==> src/rtl/pbit_sched_pkg.sv <==
// Shared definitions for the p-bit group update sequencer: group geometry,
// FSM state encoding and the last-group test.
package pbit_sched_pkg;

    localparam int NUM_GROUPS = 5;
    localparam int GROUP_W    = 3;

    typedef enum logic [1:0] {
        IDLE   = 2'd0,
        FIRE   = 2'd1,
        SETTLE = 2'd2,
        FINISH = 2'd3
    } seq_state_t;

    function automatic logic last_group(input logic [GROUP_W-1:0] g);
        return g == GROUP_W'(NUM_GROUPS - 1);
    endfunction

endpackage

==> src/rtl/group_slot_timer.sv <==
// Loadable settle-window down-counter; expire is high in the cycle the count
// reads 1, which is the last cycle of a slot.
module group_slot_timer #(
    parameter int HOLD_W = 8
) (
    input  logic              clk,
    input  logic              rst_n,
    input  logic              load,
    input  logic [HOLD_W-1:0] load_val,
    input  logic              dec,
    output logic              expire
);

    logic [HOLD_W-1:0] cnt_d, cnt_q;

    // NOTE: give every combinational output a default first so no latch is inferred.
    always_comb begin
        cnt_d = cnt_q;
        if (load) begin
            cnt_d = load_val;
        end else if (dec && (cnt_q != '0)) begin
            cnt_d = cnt_q - HOLD_W'(1);
        end
    end

    // NOTE: state registers use non-blocking assignments; combinational blocks use blocking.
    always_ff @(posedge clk or negedge rst_n) begin
        if (!rst_n) begin
            cnt_q <= '0;
        end else begin
            cnt_q <= cnt_d;
        end
    end

    assign expire = (cnt_q == HOLD_W'(1));

endmodule

==> src/rtl/group_update_sequencer.sv <==
// Steps the colour-group select through 0..NUM_GROUPS-1, strobing update_en once
// per slot and holding the group through a settle window; counts sweeps.
module group_update_sequencer
    import pbit_sched_pkg::*;
#(
    parameter int HOLD_W  = 8,
    parameter int SWEEP_W = 32
) (
    input  logic               clk,
    input  logic               rst_n,
    input  logic               start,
    input  logic               stop,
    input  logic [SWEEP_W-1:0] num_sweeps,
    input  logic [HOLD_W-1:0]  hold_cycles,
    output logic [0:GROUP_W-1] group_EN,
    output logic               update_en,
    output logic               sweep_tick,
    output logic [SWEEP_W-1:0] sweep_count,
    output logic               busy,
    output logic               done
);

    seq_state_t         state_d, state_q;
    logic [GROUP_W-1:0] g_d, g_q;
    logic [SWEEP_W-1:0] cnt_d, cnt_q;
    logic [SWEEP_W-1:0] target_d, target_q;
    logic [HOLD_W-1:0]  hold_d, hold_q;
    logic               pend_d, pend_q;
    logic               advance, tick, tmr_load, tmr_expire, stop_seen;

    group_slot_timer #(.HOLD_W(HOLD_W)) u_timer (
        .clk      (clk),
        .rst_n    (rst_n),
        .load     (tmr_load),
        .load_val (hold_q),
        .dec      (state_q == SETTLE),
        .expire   (tmr_expire)
    );

    always_comb begin
        state_d  = state_q;
        g_d      = g_q;
        cnt_d    = cnt_q;
        target_d = target_q;
        hold_d   = hold_q;
        tmr_load = 1'b0;
        tick     = 1'b0;
        advance  = 1'b0;
        stop_seen = pend_q | stop;

        case (state_q)
            IDLE: begin
                if (start) begin
                    target_d = num_sweeps;
                    hold_d   = hold_cycles;
                    cnt_d    = '0;
                    g_d      = '0;
                    state_d  = FIRE;
                end
            end
            FIRE: begin
                if (hold_q == '0) begin
                    advance = 1'b1;
                end else begin
                    tmr_load = 1'b1;
                    state_d  = SETTLE;
                end
            end
            SETTLE:  advance = tmr_expire;
            FINISH:  state_d = IDLE;
            default: state_d = IDLE;
        endcase

        // Slot boundary: the sweep is counted before a pending stop is honoured.
        if (advance) begin
            if (!last_group(g_q)) begin
                if (stop_seen) begin
                    state_d = IDLE;
                end else begin
                    g_d     = g_q + GROUP_W'(1);
                    state_d = FIRE;
                end
            end else begin
                tick  = 1'b1;
                cnt_d = cnt_q + SWEEP_W'(1);
                if ((target_q != '0) && (cnt_d == target_q)) begin
                    state_d = FINISH;
                end else if (stop_seen) begin
                    state_d = IDLE;
                end else begin
                    g_d     = '0;
                    state_d = FIRE;
                end
            end
        end

        pend_d = (state_d != IDLE) && (state_q != IDLE) && stop_seen;
    end

    always_ff @(posedge clk or negedge rst_n) begin
        if (!rst_n) begin
            state_q  <= IDLE;
            g_q      <= '0;
            cnt_q    <= '0;
            target_q <= '0;
            hold_q   <= '0;
            pend_q   <= 1'b0;
        end else begin
            state_q  <= state_d;
            g_q      <= g_d;
            cnt_q    <= cnt_d;
            target_q <= target_d;
            hold_q   <= hold_d;
            pend_q   <= pend_d;
        end
    end

    assign group_EN    = g_q;
    assign update_en   = (state_q == FIRE);
    assign sweep_tick  = tick;
    assign sweep_count = cnt_q;
    assign busy        = (state_q != IDLE);
    assign done        = (state_q == FINISH);

endmodule

==> config.mk <==
export PLATFORM = sky130hd
export DESIGN_NAME = group_update_sequencer
export DESIGN_NICKNAME = d
export VERILOG_FILES = /design/src/rtl/pbit_sched_pkg.sv /design/src/rtl/group_slot_timer.sv /design/src/rtl/group_update_sequencer.sv
export SDC_FILE = /design/constraint.sdc
export NUM_CORES = 1
export LEC_CHECK = 0
export BUFFER_PORTS_ARGS = -buffer_cell sky130_fd_sc_hd__buf_2
export CAP_MARGIN = 20
export CORE_MARGIN = 4
export CORE_UTILIZATION = 35
export CTS_BUF_LIST = sky130_fd_sc_hd__clkbuf_8 sky130_fd_sc_hd__clkbuf_16
export CTS_CLUSTER_DIAMETER = 150
export CTS_CLUSTER_SIZE = 28
export DETAILED_ROUTE_END_ITERATION = 6
export GPL_TIMING_DRIVEN = 0
export PLACE_DENSITY = 0.58
export SLEW_MARGIN = 20
export SYNTH_ARGS = -nofsm -noshare
export SYNTH_HDL_FRONTEND = slang
export SYNTH_SLANG_ARGS = --single-unit
==> constraint.sdc <==
create_clock -name clk -period 4.5 [get_ports clk]
set_clock_uncertainty 0.05 [all_clocks]
set_input_delay 0.675 -clock clk [delete_from_list [all_inputs] [get_ports clk]]
set_output_delay 0.675 -clock clk [all_outputs]
set_load 0.01 [all_outputs]
# --- Yosys cells after proc, flatten, opt, wreduce, memory -nomap -nowiden ---
# Index checks and enable logic that the tools add are counted.
# Widths: inputs -> output; s select.
totals:
  latchBits: 0
  elab_cells: 55
  register_bits: 86
  inputBits: 44
  rom_bits: 0
  n_memories: 0
  ramBits: 0
  output_inout_bits: 39
classes:
  reduce_logical: 12
  n_shift: 0
  muxes: 26
  n_bitwise: 1
  addsub: 3
  n_eq_ne: 6
  div: 0
  magnitude_cmp: 0
  multipliers: 0
ops:
  columns: ["op", "n"]
  rows:
  - ["$mux 32", 4]
  - ["$add 32x1->32 const B", 1]
  - ["$eq 32x32->1", 1]
  - ["$reduce_bool 32->1", 1]
  - ["$mux 3", 7]
  - ["$mux 8", 2]
  - ["$mux 2", 5]
  - ["$eq 8x1->1 const B", 1]
  - ["$logic_not 8->1", 1]
  - ["$reduce_bool 8->1", 1]
  - ["$sub 8x1->8 const B", 1]
  - ["$mux 1", 6]
  - ["$pmux 2 s3", 1]
  - ["$reduce_bool 2->1", 3]
  - ["$eq 2x2->1 const B", 2]
  - ["$logic_and 1x1->1", 4]
  - ["$add 3x1->3 const B", 1]
  - ["$eq 3x3->1 const B", 1]
  - ["$eq 2x1->1 const B", 1]
  - ["$logic_not 2->1", 1]
  - ["$pmux 1 s2", 1]
  - ["$reduce_and 2->1", 1]
  - ["$or 1x1->1", 1]

# --- Logic depth before layout (Yosys ltp) ---
# Gate-level depths: netlist of run 1.
logic_depth:
  word_depth: 9
  depth_mapped: 12

# --- Hierarchy ---
# From an unflattened synthesis of run 1, not the netlist that was laid out.
unflattened:
  hier_cells: 575
  hier_area_um2: 5477.8
modules_own_cells:
  columns: ["mod", "seq_area_each_um2", "cells_each", "area_each_um2", "instances"]
  rows:
  - ["group_update_sequencer", 1951.9, 511, 4903.5, 1]
  - ["group_slot_timer", 200.2, 64, 574.3, 1]

# --- Worst setup path after synthesis of run 1 ---
# OpenSTA, ideal clock, no wires.
synth_path:
  path_type: "register -> register"
  startpoint: "register cnt_q[0] (netlist: sweep_count[0])"
  endpoint: "register pend_q"
  n_path_buf: 0
  setup_slack_ps: 1199
  setup_ps: 96
  required_ps: 4354
  path_stages_with_launch: 10
  arrival_time_ps: 3156
  cell_sequence: "dfrtp_1 > ha_1 > nand4_2 > or3_4 > or4_1 > a2111o_1 > nand4b_4 > nor4_4 > a41oi_2 > nor4_2"
synth_via:
  elab_chain_cells: 9
synth_rtl:
  columns: ["element", "line_no", "source"]
  rows:
  - ["start: declaration", "group_update_sequencer.sv:25", "logic [SWEEP_W-1:0] cnt_d, cnt_q;"]
  - ["start signal: assignment", "group_update_sequencer.sv:111", "cnt_q <= cnt_d;"]
  - ["$add 32x1->32", "group_update_sequencer.sv:85", "cnt_d = cnt_q + SWEEP_W'(1);"]
  - ["$eq 32x32->1", "group_update_sequencer.sv:86", "if ((target_q != '0) && (cnt_d == target_q)) begin"]
  - ["$logic_and 1x1->1", "group_update_sequencer.sv:86", null]
  - ["$mux 2", "group_update_sequencer.sv:86", null]
  - ["$mux 2", "group_update_sequencer.sv:76", "if (!last_group(g_q)) begin"]
  - ["$mux 2", "group_update_sequencer.sv:75", "if (advance) begin"]
  - ["$reduce_bool 2->1", "group_update_sequencer.sv:97", "pend_d = (state_d != IDLE) && (state_q != IDLE) && stop_seen;"]
  - ["$logic_and 1x1->1 (2 in a row)", "group_update_sequencer.sv:97", null]
  - ["named net pend_d", "group_update_sequencer.sv:28", "logic pend_d, pend_q;"]
  - ["end signal: assignment", "group_update_sequencer.sv:114", "pend_q <= pend_d;"]
  - ["end: declaration", "group_update_sequencer.sv:28", null]
# The timed path passes the listed nets, and every way through them passes these cells.
# A chain may end at the register's enable or synchronous reset.

# --- Final worst setup path of run 1 ---
layout_path:
  startpoint: "register state_q[1]"
  endpoint: "output port sweep_tick"
layout_via:
  elab_chain_cells: 3
  word_cells_on_any_way: 4
layout_rtl:
  columns: ["element", "line_no", "source"]
  rows:
  - ["start: declaration", "group_update_sequencer.sv:23", "seq_state_t state_d, state_q;"]
  - ["start signal: assignment", "group_update_sequencer.sv:109", "state_q <= state_d;"]
  - ["$eq 2x2->1 / $eq 2x1->1 (equally long branches)", "group_update_sequencer.sv:51", "case (state_q)"]
  - ["$pmux 1 s2 (*)", "group_update_sequencer.sv:51", null]
  - ["$mux 1 (*)", "group_update_sequencer.sv:75", null]
  - ["end: declaration", "group_update_sequencer.sv:17", "output logic sweep_tick,"]
# Every way passes the cells marked *; elsewhere a longest branch is shown, timed or not.

==> impl_metrics.json, run 1 <==
{
  "grt_overflow": 0,
  "r2r-start": "state_q[1]$_DFF_PN0_",
  "clkSlewWorstSetupHoldPaths_ns": 0.07,
  "diodes": 0,
  "syn_to_final_growth_pct": 17.8,
  "slowest_stage": "clkbuf_1",
  "grt_use_total": 0.189,
  "drc": 0,
  "grt_pass1_vias": 4802,
  "max_freq_ghz": 0.244,
  "outcome": "finished, final reports clean",
  "clockBufferDepth": 2,
  "dr_total_vias": 4685,
  "rsz0062_at_grt": "false",
  "path_delay_family": "buffers and inverters",
  "hp-class": "in2async",
  "worstSetupEndpointType": "primary output",
  "worstPathArrival_ns": 3.37,
  "drv_slew": 0,
  "cpMostUsedCell": "clkbuf_1",
  "synth-edff-count": 0,
  "rows": 44,
  "path_max_fanout": 10,
  "grt-busiest-layer": "met2",
  "grt_util_met1": 0.253,
  "clock-root-buffer": "clkbuf_16",
  "netlist.area_leader.share": 0.404,
  "critPathLaunch": "state_q[1]$_DFF_PN0_",
  "numCtsBuffers": 9,
  "synth_cell_types": 63,
  "gp_congestion": 0.894,
  "synth_ff_type": "dfrtp_1",
  "synthesis.area_um2": 5330,
  "synthTopCellsByArea": "dfrtp_1 40%, mux2_2 8.5%, xnor2_1 5.6%, o21ai_0 5.2%, nand2_1 3.7%",
  "postRouteAntennaNets": 0,
  "avgSynthCellArea_um2": 9.47,
  "yosys.cell_count.top_type": "dfrtp_1",
  "hold_ws_ns": 0.153,
  "ir_drop_mv": 0.234,
  "maxCapViolCount": 0,
  "drt-initial-drc-count": 375,
  "synth-seq-cells": 86,
  "tightest_slew_ns": 1.07,
  "crit_required_ns": 3.77,
  "hold_viol_final": 0,
  "syn_nets": 617,
  "crit_buf_inv": 6,
  "die_w_um": 131,
  "critPathLaunchType": "register",
  "cts_hold_buf": 0,
  "ff2ff_path_depth": 12,
  "worst_path_largest_cell_delay_ns": 0.55,
  "met3_usage": 0.0520,
  "hpwlAfterDp_mm": 11.8,
  "totalWireLength_mm": 16.1,
  "final_nets": 711,
  "synth.largest_area_cell": "dfrtp_1",
  "drive_gt1_frac": 0.260,
  "min_period_over_period": 0.910,
  "die_area_um2": 17300,
  "post-cts-setup-buffers": 0,
  "max_slew_margin": 0.285,
  "crit_type": "reg2out",
  "cts_tree": "yes",
  "finalCriticalPeriod_ns": 4.09,
  "clock_latency_ns": 0.35,
  "cts_resized": 0,
  "htree_levels": 3,
  "core_area_um2": 14700,
  "antenna_found_initial": 0,
  "viasPerCell": 5.54,
  "powerDensity_nw_per_um2": 478,
  "ys_seq_area_frac": 0.404,
  "grt_pass1_wl_mm": 26.1,
  "port_buffers": 82,
  "netlist_instances": 563,
  "start_util": 0.363,
  "io_pins": 83,
  "dr.pass1.iters": 5,
  "ys_warn_count": 0,
  "finalSetupTns_ns": 0,
  "die_y_um": 131,
  "rr_endpoint": "sweep_count[13]$_DFF_PN0_",
  "finalSetupViolations": 0,
  "grt_start_max_net_pins": 54,
  "reg2reg_slack_ns": 0.54,
  "grt_util_met2": 0.296,
  "p_leak_nw": 2.68,
  "async_reset_ff_frac": 1.00,
  "ys_top_cells_by_count": "86 x dfrtp_1, 55 x o21ai_0, 52 x nand2_1",
  "wl_per_cell_um": 19.0,
  "cts.sinks": 86,
  "cp_cell_sequence": "inv_1 > ha_1 > clkbuf_1 > and3_1 > o21ai_1 > or2_2 > clkbuf_1 > inv_2 > clkbuf_1 > buf_2"
}
[logic make-up (layout without fill, tap and decap cells)]
kind of cell | count (synthesis) | in the layout | share of synthesized area
AND/OR/NAND/NOR | 205 | 205 | 0.214
AO/OA/AOI/OAI | 115 | 115 | 0.136
flip-flops | 86 | 86 | 0.404
buffers and inverters | 52 | 151 | 0.0441
XOR/XNOR | 51 | 51 | 0.0866
multiplexers | 44 | 44 | 0.0920
adder cells (fa/ha/maj) | 10 | 10 | 0.0235
[per-stage QoR]
step / instances / total power, mW / setup slack, ns / util / cell area (µm²)
2_1_floorplan: 563 / 1.97 / 1.20 / - / 5330
3_3_place_gp: 829 / 2.25 / 0.616 / 0.406 / 5970
3_5_place_dp: 830 / 2.30 / 0.608 / 0.408 / 6000
4_1_cts: 846 / 3.03 / 0.380 / 0.427 / 6280
5_1_grt: 846 / 3.19 / 0.123 / 0.427 / 6280
6_report: 846 / 3.00 / 0.407 / 0.427 / 6280
[worst max path at each step]
stage                                           end  slack [ns]  depth (start not counted)
after floorplan                    pend_q$_DFF_PN0_        1.20                          9
after global placement    sweep_count[13]$_DFF_PN0_        0.62                         12
after detailed placement  sweep_count[19]$_DFF_PN0_        0.61                         12
after CTS                                sweep_tick        0.38                         10
after global routing                     sweep_tick        0.12                         10
final                                    sweep_tick        0.41                         10
[routing by layer]
metal  up-vias  part of all wire
li1       2224                 -
met1      2277              0.45
met2       155              0.46
met3        29             0.067
met4         0             0.021
met5         -                 0
[report_power, final]
part	leakage [nW]	internal, mW	switching (mW)
sequential	1.10	1.01	0.259
combinational	1.46	0.502	0.518
clock	0.124	0.374	0.335
total	2.68	1.89	1.11
[worst register-to-register path, cell delays in order, from the launching register on]
cell      delay [ns]
dfrtp_1         0.44
inv_1           0.10
ha_1            0.20
clkbuf_1        0.23
and3_1          0.23
o21ai_1         0.39
or2_2           0.20
clkbuf_1        0.20
inv_2           0.15
a21oi_1         0.84
clkbuf_1        0.52
o21ai_0         0.19
o41ai_1         0.10
[state kept, by name (all words and copies together), names as in the netlist]
register and flops:
hold_q 8, pend_q 1, u_timer.cnt_q 8, sweep_count 32, state_q 2, group_EN 3, target_q 32
[layout by cell type (no fill, tap or decap), types with 6 or more instances in the layout]
cell type   n
clkbuf_16   9
nand4_1    13
nand2b_1    6
nand2_1    52
inv_1      20
buf_2      86
and3_1      6
ha_1       10
buf_4       7
nor3_1     11
xnor2_1    34
nor2_1     40
nand3_1    21
xor2_1     16
clkbuf_1   15
dfrtp_1    86
o31ai_1     7
mux2_2     40
a21oi_1    15
nor4_1     18
o21ai_0    55
[layout make-up]
| cell class | count | area [µm²] |
|---|---|---|
| Buffer | 31 | 156 |
| Clock buffer | 9 | 225 |
| Clock inverter | 7 | 48.8 |
| Fill cell | 1452 | 8420 |
| Inverter | 21 | 78.8 |
| Multi-Input combinational cell | 425 | 2940 |
| Sequential cell | 86 | 2150 |
| Tap cell | 184 | 230 |
| Timing Repair Buffer | 83 | 444 |
Note: power is estimated with default switching activity, not from simulation.
==> inputs of run 2 (changes only) <==
--- a/config.mk
+++ b/config.mk
@@ -8,13 +8,13 @@
 export BUFFER_PORTS_ARGS = -buffer_cell sky130_fd_sc_hd__buf_2
 export CAP_MARGIN = 20
 export CORE_MARGIN = 4
-export CORE_UTILIZATION = 35
+export CORE_UTILIZATION = 55
 export CTS_BUF_LIST = sky130_fd_sc_hd__clkbuf_8 sky130_fd_sc_hd__clkbuf_16
 export CTS_CLUSTER_DIAMETER = 150
 export CTS_CLUSTER_SIZE = 28
 export DETAILED_ROUTE_END_ITERATION = 6
 export GPL_TIMING_DRIVEN = 0
-export PLACE_DENSITY = 0.58
+export PLACE_DENSITY = 0.82
 export SLEW_MARGIN = 20
 export SYNTH_ARGS = -nofsm -noshare
 export SYNTH_HDL_FRONTEND = slang
==> run 2 against run 1 <==
  * Worst setup slack got worse by 0.090 ns
  * Hold slack better by 0.047 ns
  * Non-clock buffer count did not move
  * Die area is 34% lower
  * Sequential power barely moved
  * Register-to-register slack better by 0.22 ns
  * Cell area down 2.5%
  * Clock-buffer cell count increased by 2
==> impl_metrics.json, run 2 (synthesized netlist as in run 1, its figures left out) <==
{
  "reg2reg_slack_ns": 0.76,
  "min_period_over_period": 0.930,
  "dp_slack_ns": 0.794,
  "dr.pass1.iters": 5,
  "worstSetupEndpointType": "primary output",
  "rows": 35,
  "grt_use_total": 0.266,
  "path_max_fanout": 10,
  "layout_setup_ws_ns": 0.317,
  "viasPerCell": 6.09,
  "outcome": "finished, final reports clean",
  "cts_hold_buf": 0,
  "drc": 0,
  "r2r-start": "sweep_count[0]$_DFF_PN0_",
  "crit_required_ns": 3.77,
  "start_util": 0.571,
  "hp-class": "in2async",
  "worstPathArrival_ns": 3.46,
  "crit_type": "reg2out",
  "cts_tree": "yes",
  "core_area_um2": 9330,
  "hold_viol_final": 0,
  "drive_gt1_frac": 0.261,
  "cts.sinks": 86,
  "finalSetupViolations": 0,
  "syn_to_final_growth_pct": 14.8,
  "finalCriticalPeriod_ns": 4.18,
  "gp_congestion": 0.905,
  "p_leak_nw": 2.65,
  "antenna_found_initial": 0,
  "cp_cell_sequence": "or4_1 > nor4_1 > o21ai_1 > or2_2 > clkbuf_1 > inv_2 > clkbuf_1 > buf_2",
  "ff2ff_path_depth": 9,
  "powerDensity_nw_per_um2": 458,
  "die_y_um": 106,
  "post-cts-setup-buffers": 0,
  "numCtsBuffers": 9,
  "max_slew_margin": 0.261,
  "clock-root-buffer": "clkbuf_8",
  "clock_latency_ns": 0.36,
  "clockBufferDepth": 2,
  "totalWireLength_mm": 14.7,
  "dr_total_vias": 4820,
  "grt_pass1_wl_mm": 23.9,
  "diodes": 0,
  "io_pins": 83,
  "maxCapViolCount": 0,
  "final_nets": 711,
  "drv_slew": 0,
  "max_freq_ghz": 0.239,
  "ir_drop_mv": 0.200,
  "crit_buf_inv": 4,
  "tightest_slew_ns": 1.10,
  "port_buffers": 82,
  "path_delay_family": "buffers and inverters",
  "layout_common_cells": "86 x buf_2, 86 x dfrtp_1, 55 x o21ai_0, 52 x nand2_1",
  "critPathLaunchType": "register",
  "clkSlewWorstSetupHoldPaths_ns": 0.09,
  "rsz0062_at_grt": "false",
  "fillerInstances": 791,
  "finalSetupTns_ns": 0,
  "cts_resized": 0,
  "wl_per_cell_um": 18.6,
  "grt_overflow": 0,
  "drt-initial-drc-count": 429,
  "die_area_um2": 11300,
  "grt_pass1_vias": 4792,
  "htree_levels": 3,
  "postRouteAntennaNets": 0,
  "rr_endpoint": "pend_q$_DFF_PN0_",
  "die_w_um": 106,
  "hpwlAfterDp_mm": 11.0,
  "cpMostUsedCell": "clkbuf_1",
  "worst_path_largest_cell_delay_ns": 0.61,
  "slowest_stage": "clkbuf_1",
  "grt_start_max_net_pins": 54
}
==> run 2: cell count changes in the layout (fill, tap and decap cells not counted) <==
cell / previous run / this run
clkbuf_8: 0 / 11
buf_4: 7 / 8
clkinv_4: 0 / 1
a21oi_1: 15 / 14
clkinvlp_4: 4 / 2
buf_6: 2 / 1
clkbuf_16: 9 / 0
a21oi_2: 0 / 1
inv_6: 1 / 0
==> run 2: how the worst max path moves through the flow <==
stage                     cells past startpoint                   endpoint                          from  slack [ns]
after CTS                                     8                 sweep_tick  u_timer.cnt_q[3]$_DFFE_PN0P_        0.44
after global routing                         10                 sweep_tick          state_q[1]$_DFF_PN0_        0.17
after detailed placement                     12  sweep_count[19]$_DFF_PN0_          state_q[1]$_DFF_PN0_        0.79
final                                         8                 sweep_tick  u_timer.cnt_q[3]$_DFFE_PN0P_        0.32
after global placement                        9           pend_q$_DFF_PN0_      sweep_count[0]$_DFF_PN0_        0.83
after floorplan                               9           pend_q$_DFF_PN0_      sweep_count[0]$_DFF_PN0_        1.20
==> run 2: through the flow <==
stage                     total power [mW]  instances  hold slack [ns]  cell area, µm²   util
after floorplan                       1.97        563            0.329            5330      -
after CTS                             2.79        791            0.217            6120  0.656
after global placement                2.21        774            0.439            5900  0.633
final                                 2.80        791            0.201            6120  0.656
after global routing                  2.96        791            0.227            6120  0.656
after detailed placement              2.28        775            0.440            5930  0.636
==> run 2: worst register-to-register path: stages, from the launching register on <==
cell,delay (ns)
dfrtp_1,0.47
ha_1,0.34
nand4_2,0.32
or3_4,0.48
or4_1,0.58
a2111o_1,0.43
nand4b_4,0.19
nor4_4,0.36
a41oi_2,0.19
nor4_2,0.25
==> run 2: final cells by class <==
class / instances / area [µm²] / area share
Inverter: 21 / 78.8 / 0.0129
Timing Repair Buffer: 83 / 440 / 0.0720
Clock inverter: 5 / 33.8 / 0.00552
Sequential cell: 86 / 2150 / 0.352
Tap cell: 129 / 161 / 0.0264
Buffer: 31 / 156 / 0.0256
Multi-Input combinational cell: 425 / 2950 / 0.481
Clock buffer: 11 / 151 / 0.0247
==> run 2: routing by layer <==
layer  vias up  track usage  part of all wire
met5         -            0                 0
met4         0        0.100             0.028
met3        39       0.0559             0.075
met2       236        0.419              0.47
met1      2316        0.361              0.43
li1       2229            -                 -
==> run 2: power breakdown <==
group          total (mW)  switching [mW]  internal (mW)
Clock               0.517           0.287          0.230
Combinational        1.02           0.520          0.502
Sequential           1.26           0.251           1.01
Total                2.80            1.06           1.74
==> inputs of run 3 (changes only) <==
--- a/config.mk
+++ b/config.mk
@@ -14,7 +14,7 @@
 export CTS_CLUSTER_SIZE = 28
 export DETAILED_ROUTE_END_ITERATION = 6
 export GPL_TIMING_DRIVEN = 0
-export PLACE_DENSITY = 0.82
+export PLACE_DENSITY = 0.76
 export SLEW_MARGIN = 20
 export SYNTH_ARGS = -nofsm -noshare
 export SYNTH_HDL_FRONTEND = slang
==> run 3 against run 2 <==
  * Via count decreased by 3.6%
  * Critical path type unchanged
  * Sequential share of layout area increased by 0.058 points
  * Hold slack improved by 0.038 ns
==> impl_metrics.json, run 3 (synthesized netlist as in run 1, its figures left out) <==
{
  "outcome": "finished, final reports clean",
  "max_slew_margin": 0.300,
  "final_nets": 711,
  "drc": 0,
  "die_area_um2": 11300,
  "grt_use_total": 0.256,
  "tightest_slew_ns": 1.04,
  "multi_input_area_um2": 2940,
  "slowest_stage": "clkbuf_1",
  "cpMostUsedCell": "clkbuf_1",
  "grt_overflow": 0,
  "cts_tree": "yes",
  "finalSetupTns_ns": 0,
  "worst_path_largest_cell_delay_ns": 0.54,
  "drt-initial-drc-count": 213,
  "hp-class": "in2async",
  "gp_congestion": 0.934,
  "dr.pass1.iters": 5,
  "io_pins": 83,
  "rsz0062_at_grt": "false",
  "seq_area_um2": 2150,
  "post-cts-setup-buffers": 0,
  "viasPerCell": 5.88,
  "grt_pass1_wl_mm": 23.0,
  "max_freq_ghz": 0.246,
  "p_leak_nw": 2.66,
  "postRouteAntennaNets": 0,
  "worstSetupEndpointType": "primary output",
  "crit_required_ns": 3.77,
  "fillerInstances": 773,
  "rows": 35,
  "hold_viol_final": 0,
  "clockBufferDepth": 2,
  "die_y_um": 106,
  "powerDensity_nw_per_um2": 456,
  "die_w_um": 106,
  "htree_levels": 3,
  "grt_start_max_net_pins": 45,
  "r2r-start": "state_q[1]$_DFF_PN0_",
  "finalSetupViolations": 0,
  "diodes": 0,
  "grt_util_met1": 0.332,
  "syn_to_final_growth_pct": 14.6,
  "cp_cell_sequence": "inv_1 > ha_1 > clkbuf_1 > and3_1 > o21ai_1 > or2_2 > clkbuf_1 > inv_2 > clkbuf_1 > buf_2",
  "hold_ws_ns": 0.239,
  "path_max_fanout": 10,
  "core_area_um2": 9330,
  "final_core_util": 0.655,
  "path_delay_family": "buffers and inverters",
  "clock_latency_ns": 0.37,
  "numCtsBuffers": 9,
  "cts_resized": 0,
  "drv_slew": 0,
  "critPathLaunch": "state_q[1]$_DFF_PN0_",
  "cts.sinks": 86,
  "clock-root-buffer": "clkbuf_8",
  "wl_per_cell_um": 17.9,
  "grt_util_met2": 0.428,
  "totalWireLength_mm": 14.1,
  "clkSlewWorstSetupHoldPaths_ns": 0.08,
  "crit_type": "reg2out",
  "worstPathArrival_ns": 3.34,
  "ir_drop_mv": 0.322,
  "crit_buf_inv": 6,
  "maxCapViolCount": 0,
  "cts_hold_buf": 0,
  "drive_gt1_frac": 0.256,
  "grt-busiest-layer": "met2",
  "finalCriticalPeriod_ns": 4.07,
  "grt_pass1_vias": 4666,
  "hpwlAfterDp_mm": 10.5,
  "met3_usage": 0.0589,
  "dr_total_vias": 4645,
  "layout_common_cells": "86 x buf_2, 86 x dfrtp_1, 55 x o21ai_0, 52 x nand2_1",
  "port_buffers": 82,
  "min_period_over_period": 0.904,
  "antenna_found_initial": 0,
  "start_util": 0.571,
  "critPathLaunchType": "register"
}
-- run 3: cell types whose count changed in the layout (fill, tap and decap cells not counted), sizes merged --
| cell | previous run | this run |
|---|---|---|
| clkbuf | 26 | 28 |
| clkinv | 3 | 0 |
| clkinvlp | 2 | 0 |
| inv | 21 | 23 |
-- run 3: path summary, 6_finish.rpt --
path,to,slack (ns),depth (start not counted)
worst max-delay path,sweep_tick,0.43,10
worst min-delay path,u_timer.cnt_q[5]$_DFFE_PN0P_,0.24,1
worst max register to register,sweep_count[7]$_DFF_PN0_,0.65,12
worst min register to register,u_timer.cnt_q[2]$_DFFE_PN0P_,0.47,2
max in group asynchronous,sweep_count[9]$_DFF_PN0_,3.53,2
min in group clk,u_timer.cnt_q[2]$_DFFE_PN0P_,0.47,2
-- run 3: final cells by class --
cell class / count / area share
clock inverters: 2 / 0.00123
repair buffers: 83 / 0.0708
multi-input cells: 425 / 0.482
plain buffers: 31 / 0.0256
inverters: 21 / 0.0129
clock buffers: 13 / 0.0293
flip-flops and latches: 86 / 0.352
well taps: 129 / 0.0264
-- run 3: metrics by stage --
step	area [µm²]	setup slack (ns)	cells	power, mW
4_1_cts	6110	0.479	790	2.79
3_5_place_dp	5920	0.800	775	2.27
6_report	6110	0.434	790	2.79
5_1_grt	6110	0.282	790	2.97
2_1_floorplan	5330	1.20	563	1.97
3_3_place_gp	5900	0.841	774	2.21
-- run 3: worst register-to-register path, delay by kind of cell, from the launching register on --
kind                     cells  cell delay [ns]
flip-flops                   1             0.46
adder cells (fa/ha/maj)      1             0.20
AND/OR/NAND/NOR              2             0.41
AO/OA/AOI/OAI                4             1.47
buffers and inverters        5             1.17
-- run 3: where the power goes --
part,switching (mW),internal (mW)
logic,0.504,0.500
registers,0.253,1.01
clock network,0.264,0.255
total,1.02,1.76
-- run 3: routing by layer --
layer / up-vias / part of all wire
met5: - / 0
met4: 0 / 0.020
met3: 26 / 0.067
met2: 172 / 0.48
met1: 2223 / 0.43
li1: 2224 / -
